$ cat src/rtl/pipe_pkg.sv
// Shared widths and occupancy encoding for the pipeline stage register.
package pipe_pkg;

  localparam int DATA_W_DEF = 32;
  localparam int CTRL_W_DEF = 16;

  typedef enum logic [1:0] {
    EMPTY = 2'd0,
    ONE   = 2'd1,
    FULL  = 2'd2
  } occ_state_t;

endpackage

$ cat src/rtl/pipe_slot.sv
// One pipeline entry: valid flag plus payload, with load and clear.
// Clear drops valid and zeroes ctrl (bubble = NOP) but keeps data.
module pipe_slot #(
  parameter int DATA_W = 32,
  parameter int CTRL_W = 16
) (
  input  logic              clk,
  input  logic              rst_n,
  input  logic              load,
  input  logic              clear,
  input  logic [DATA_W-1:0] d_data,
  input  logic [CTRL_W-1:0] d_ctrl,
  output logic              valid,
  output logic [DATA_W-1:0] data,
  output logic [CTRL_W-1:0] ctrl
);

  always_ff @(posedge clk) begin
    if (!rst_n) begin
      valid <= 1'b0;
      data  <= '0;
      ctrl  <= '0;
    end else if (clear) begin
      valid <= 1'b0;
      ctrl  <= '0;
    end else if (load) begin
      valid <= 1'b1;
      data  <= d_data;
      ctrl  <= d_ctrl;
    end
  end

endmodule

$ cat src/rtl/pipe_stage_reg.sv
// Valid/ready pipeline stage register with flush. Define PIPE_SKID_EN for a
// 2-entry skid buffer with registered in_ready; otherwise a single entry.
module pipe_stage_reg
  import pipe_pkg::*;
#(
  parameter int DATA_W = DATA_W_DEF,
  parameter int CTRL_W = CTRL_W_DEF
) (
  input  logic              clk,
  input  logic              rst_n,
  input  logic              in_valid,
  output logic              in_ready,
  input  logic [DATA_W-1:0] in_data,
  input  logic [CTRL_W-1:0] in_ctrl,
  input  logic              flush,
  output logic              out_valid,
  input  logic              out_ready,
  output logic [DATA_W-1:0] out_data,
  output logic [CTRL_W-1:0] out_ctrl,
  output logic [1:0]        occ
);

  logic              main_load;
  logic              main_clear;
  logic [DATA_W-1:0] main_d_data;
  logic [CTRL_W-1:0] main_d_ctrl;
  logic              accept;
  logic              drain;

  assign accept = in_valid && in_ready;
  assign drain  = out_valid && out_ready;

  pipe_slot #(.DATA_W(DATA_W), .CTRL_W(CTRL_W)) u_main (
    .clk    (clk),
    .rst_n  (rst_n),
    .load   (main_load),
    .clear  (main_clear),
    .d_data (main_d_data),
    .d_ctrl (main_d_ctrl),
    .valid  (out_valid),
    .data   (out_data),
    .ctrl   (out_ctrl)
  );

`ifdef PIPE_SKID_EN

  occ_state_t        state_reg, state_next;
  logic              in_ready_reg;
  logic              skid_load;
  logic              skid_clear;
  logic              main_sel_skid;
  logic              skid_valid;
  logic [DATA_W-1:0] skid_data;
  logic [CTRL_W-1:0] skid_ctrl;

  pipe_slot #(.DATA_W(DATA_W), .CTRL_W(CTRL_W)) u_skid (
    .clk    (clk),
    .rst_n  (rst_n),
    .load   (skid_load),
    .clear  (skid_clear),
    .d_data (in_data),
    .d_ctrl (in_ctrl),
    .valid  (skid_valid),
    .data   (skid_data),
    .ctrl   (skid_ctrl)
  );

  // in_ready is registered from the next state, so out_ready never reaches it combinationally.
  always_ff @(posedge clk) begin
    if (!rst_n) begin
      state_reg    <= EMPTY;
      in_ready_reg <= 1'b1;
    end else begin
      state_reg    <= state_next;
      in_ready_reg <= (state_next != FULL);
    end
  end

  always_comb begin
    state_next    = state_reg;
    main_load     = 1'b0;
    main_clear    = 1'b0;
    main_sel_skid = 1'b0;
    skid_load     = 1'b0;
    skid_clear    = 1'b0;
    if (flush) begin
      state_next = EMPTY;
      main_clear = 1'b1;
      skid_clear = 1'b1;
    end else begin
      case (state_reg)
        EMPTY: begin
          if (accept) begin
            main_load  = 1'b1;
            state_next = ONE;
          end
        end
        ONE: begin
          if (accept && drain) begin
            main_load = 1'b1;
          end else if (accept) begin
            skid_load  = 1'b1;
            state_next = FULL;
          end else if (drain) begin
            main_clear = 1'b1;
            state_next = EMPTY;
          end
        end
        FULL: begin
          if (drain) begin
            main_load     = 1'b1;
            main_sel_skid = 1'b1;
            skid_clear    = 1'b1;
            state_next    = ONE;
          end
        end
        default: begin
          state_next = EMPTY;
          main_clear = 1'b1;
          skid_clear = 1'b1;
        end
      endcase
    end
  end

  assign main_d_data = main_sel_skid ? skid_data : in_data;
  assign main_d_ctrl = main_sel_skid ? skid_ctrl : in_ctrl;
  assign in_ready    = in_ready_reg;
  assign occ         = state_reg;

  logic unused_skid;
  assign unused_skid = skid_valid;

`else

  assign in_ready    = !out_valid || out_ready;
  assign main_load   = !flush && accept;
  assign main_clear  = flush || (drain && !accept);
  assign main_d_data = in_data;
  assign main_d_ctrl = in_ctrl;
  assign occ         = {1'b0, out_valid};

`endif

endmodule

$ cat config.mk
export PLATFORM = sky130hd
export DESIGN_NAME = pipe_stage_reg
export DESIGN_NICKNAME = d
export VERILOG_FILES = /design/src/rtl/pipe_pkg.sv /design/src/rtl/pipe_slot.sv /design/src/rtl/pipe_stage_reg.sv
export SDC_FILE = /design/constraint.sdc
export NUM_CORES = 1
export LEC_CHECK = 0
export BUFFER_PORTS_ARGS = -buffer_cell sky130_fd_sc_hd__clkbuf_2
export CORE_MARGIN = 5
export CORE_UTILIZATION = 48
export DETAILED_ROUTE_END_ITERATION = 10
export PLACE_DENSITY = 0.85
export SYNTH_ARGS = -nofsm -noshare
export SYNTH_HDL_FRONTEND = slang
export SYNTH_SLANG_ARGS = --single-unit
$ cat constraint.sdc
create_clock -name clk -period 2.51 [get_ports clk]
set_clock_uncertainty 0.1 [all_clocks]
set_input_delay 0.3765 -clock clk [delete_from_list [all_inputs] [get_ports clk]]
set_output_delay 0.3765 -clock clk [all_outputs]
set_load 0.01 [all_outputs]
# Yosys cells after proc, flatten, opt, wreduce, memory -nomap -nowiden
# Index checks and enable logic that the tools add are counted.
[classes]
bitwise = 2
n_reduce_logical = 11
[ops]
columns = ["cell", "n"]
rows = [
  ["1-bit logical AND", 4],
  ["1-bit zero test", 3],
  ["1-bit logical OR", 2],
  ["1-bit NOT", 2],
  ["2-bit AND reduction", 1],
  ["2-bit OR reduction", 1],
]
[totals]
ff_bits = 49
inputBits = 53
output_inout_bits = 52
elab_cells = 16

# Longest topological paths before layout
[depth]
ltp_word = 8
depth_mapped = 7
mapped_depth_nobuf = 4

# By module
# A second synthesis with hierarchy kept.
[hier_totals]
cells_unflattened = 203
area_unflattened_um2 = 1970.6
[modules_own_cells]
columns = ["mod", "instances", "cells_per_inst", "area_per_inst_um2", "seq_area_each_um2"]
rows = [
  ["pipe_slot", 1, 196, 1918.1, 980.9],
  ["pipe_stage_reg", 1, 7, 52.6, 0.0],
]

# Least setup slack after synthesis
# OpenSTA, ideal clock, no wires.
[synth_path]
kind = "register to output"
startpoint = "reg u_main.valid"
endpoint = "out in_ready"
t_arrival_ps = 1036
required_ps = 2034
slack_ps = 997
path_stages_with_launch = 6
path_buffers = 3
path_cell_list = "dfxtp_1 nor2b_4 buf_6 inv_6 buf_8 buf_12"
[synth_via]
elab_chain_len = 2
[synth_lines]
columns = ["item", "line", "rtl"]
rows = [
  ["from (decl)", "pipe_slot.sv:13", "output logic valid,"],
  ["from (signal assigned)", "pipe_slot.sv:20", "valid <= 1'b0;"],
  ["from (signal assigned)", "pipe_slot.sv:24", "valid <= 1'b0;"],
  ["from (signal assigned)", "pipe_slot.sv:27", "valid <= 1'b1;"],
  ["1-bit zero test", "pipe_stage_reg.sv:136", "assign in_ready = !out_valid || out_ready;"],
  ["1-bit logical OR", "pipe_stage_reg.sv:136", ""],
  ["to (decl)", "pipe_stage_reg.sv:12", "output logic in_ready,"],
]
# No other way between the ends.

# Worst setup path in the final report
# Same ends and word-level chain as after synthesis.

==> metrics.md <==
| Metric | Value |
|---|---|
| Run status | complete, no violations |
| Die extent in y | 76.2 microns |
| Setup violators final | 0 |
| Cts bufs inserted | 5 |
| Worst Setup End Kind | primary output |
| Post-Syn Instances | 229 |
| Placed Cells | 365 |
| Hold Violations, Final | 0 |
| Reg-to-reg slack, setup | 950 ps |
| Worst R2R End | u_main.ctrl[14] |
| Fmax | 558 MHz |
| CTS tree | done |
| Detailed-route via count | 2,001 |
| RSZ-0062 raised after global routing | false |
| Worst Setup Start Kind | flip-flop |
| Worst Path Required | 2030 ps |
| Wirelength per Cell | 14.3 microns |
| CP max stage cell | dfxtp_1 |
| GR Overflow Total | 0 |
| Commonest non-fill, non-tap cell in the layout | clkbuf_2 |
| Reg area | 981 sq um |
| Top Ports | 105 |
| Hold depth | 3 |
| Hold-fix buffers, CTS | 0 |
| Max-slew headroom | 0.476 |
| H-tree Lvls | 2 |
| Initial antenna violation count | 0 |
| P per Cell Area | 569 nW/um^2 |
| Ys Warns | 0 |
| Min-delay src | in_ctrl[9] |
| Largest net degree at the start of global routing | 50 |
| Worst Hold Path EP | u_main.ctrl[9] |
| Clock Latency Late Sink | 290 ps |
| Post-route ant nets | 0 |
| CTS Root Cell | clkbuf_8 |
| Cell row count | 24 |
| Seq cells post-synth | 49 |
| Critical Path AT | 1320 ps |
| Via-per-instance ratio | 5.36 |
| GPL Wtd Cong | 0.745 |
| Core area | 4290 sq um |
| Post_cts resized | 0 |
| Tmin final | 1790 ps |
| Fin. max-slew vios | 0 |
| Netlist Area Pre-Place | 2100 sq um |
| Number of max-cap violations | 0 |
| Clock transition at the registers of the reported paths | 80 ps |
| Routed Wire Length | 5330 microns |
| Fill cells | 389 |
| Sum of negative setup slack | 0 ps |
| Period utilization | 0.714 |
| Die area | 5810 sq um |
| Die Wd | 76.2 microns |
| HPWL Detailed | 3670 microns |
| VDD IR-drop max | 304 uV |
| Syn Nets | 282 |
| Nets@finish | 373 |
| Slew @ Worst Pin | 786 ps |
| CP cell instances | nor2b_4 -> inv_6 -> clkbuf_2 |
| Critical path peak fanout | 49 |
| Count of different cell masters after synthesis | 24 |
| Worst r2r src | u_main.valid |
| Leak Pwr | 1.15 nW |
| Vias in the first global route | 1,876 |
| Area Growth Syn to Fin | 27.1% |
| Clk buf depth | 2 |
| Residual DRC | 0 |
| Max stage delay on crit path | 360 ps |
| Share of cells above drive strength 1 | 0.436 |
| Area of the multi-input gates | 938 sq um |
| Crit Path Class | flip-flop to primary output |
| Number of DRC markers in iteration 0 | 141 |
| First-pass GRT wire length | 8790 microns |
| Buffers on Ports | 103 |
| Synth Area per Inst | 9.19 sq um |
| Post-CTS Setup Inserts | 0 |
| Pre-antenna DRT Iters | 4 |
| Commonest non-fill, non-tap cells in the layout | clkbuf_2, dfxtp_1, o21ai_0 |
| Worst Hold Class | input port to flip-flop |
| GRT Total Usage | 0.179 |
| CTS Sinks | 49 |
| Share of the yosys chip area belonging to registers | 0.466 |
| R2R depth | 4 |
| Final cell count without fillers | 373 |
| Antenna cells | 0 |
| Initial Util | 0.490 |
## how the worst max path moves through the flow
stage                 startpoint              end  slack [ps]  cells after the start
floorplan           u_main.valid         in_ready        1000                      5
global placement           flush  u_main.data[12]         780                      5
detailed placement         flush   u_main.data[5]         680                      5
CTS                 u_main.valid         in_ready         710                      3
global route        u_main.valid         in_ready         630                      3
finish              u_main.valid         in_ready         720                      3
## power by group
group,switching [mW],internal (mW),leakage [nW]
Combinational,0.108,0.0922,0.696
Sequential,0.0150,0.807,0.399
Clock,0.251,0.249,0.0542
Total,0.374,1.15,1.15
## worst max-delay path: cells and delay by family, from the launching register on
| kind | cells | cell delay, ps |
|---|---|---|
| AND/OR/NAND/NOR | 1 | 160 |
| flip-flops | 1 | 360 |
| buffers and inverters | 2 | 500 |
## registers in the layout, summed over array words and instances, names as in the netlist
| register | count |
|---|---|
| u_main.data | 32 |
| u_main.ctrl | 16 |
| u_main.valid | 1 |
## cells in the mapped netlist, drive strengths merged
cell	n	area share
a21boi	32	0.11
a21oi	16	0.054
and2b	1	0.0036
buf	17	0.067
clkbuf	9	0.018
conb	1	0.0018
dfxtp	49	0.47
inv	1	0.0042
nand2	1	0.0018
nand2b	1	0.0030
nand3	48	0.14
nor2	2	0.0036
nor2b	2	0.0095
o21ai	49	0.12
## layout make-up
| type | instances | share of cell area |
|---|---|---|
| Clock buffer | 7 | 0.0360 |
| Multi-Input combinational cell | 153 | 0.351 |
| Sequential cell | 49 | 0.367 |
| Tap cell | 52 | 0.0243 |
| Timing Repair Buffer | 110 | 0.217 |
| Inverter | 1 | 0.00327 |
| Clock inverter | 1 | 0.00187 |
## through the flow
stage / hold WS [ps] / setup slack [ps] / utilization / total power, mW / area, sq um
6_report: 202 / 717 / 0.623 / 1.52 / 2680
5_1_grt: 192 / 632 / 0.623 / 1.60 / 2680
4_1_cts: 195 / 712 / 0.623 / 1.54 / 2680
3_5_place_dp: 365 / 675 / 0.599 / 1.04 / 2570
3_3_place_gp: 360 / 778 / 0.599 / 1.04 / 2570
2_1_floorplan: 397 / 997 / - / 0.952 / 2100
## cells by family (layout without fill, tap and decap cells)
logic type / count (synthesis) / count (layout) / synth area share
flops: 49 / 49 / 0.466
other cells: 1 / 1 / 0.00178
simple gates: 55 / 55 / 0.157
compound gates: 97 / 97 / 0.287
buf+inv: 27 / 119 / 0.0886
## per-layer routing
metal	GRT usage	part of all wire	vias up	routed length, microns
met5	0	0	-	0
met4	0.0472	0.011	0	58
met3	0.0615	0.079	6	421
met2	0.287	0.48	79	2540
met1	0.231	0.43	926	2310
li1	-	-	990	-
No activity file was read; power rests on OpenSTA's default activity.
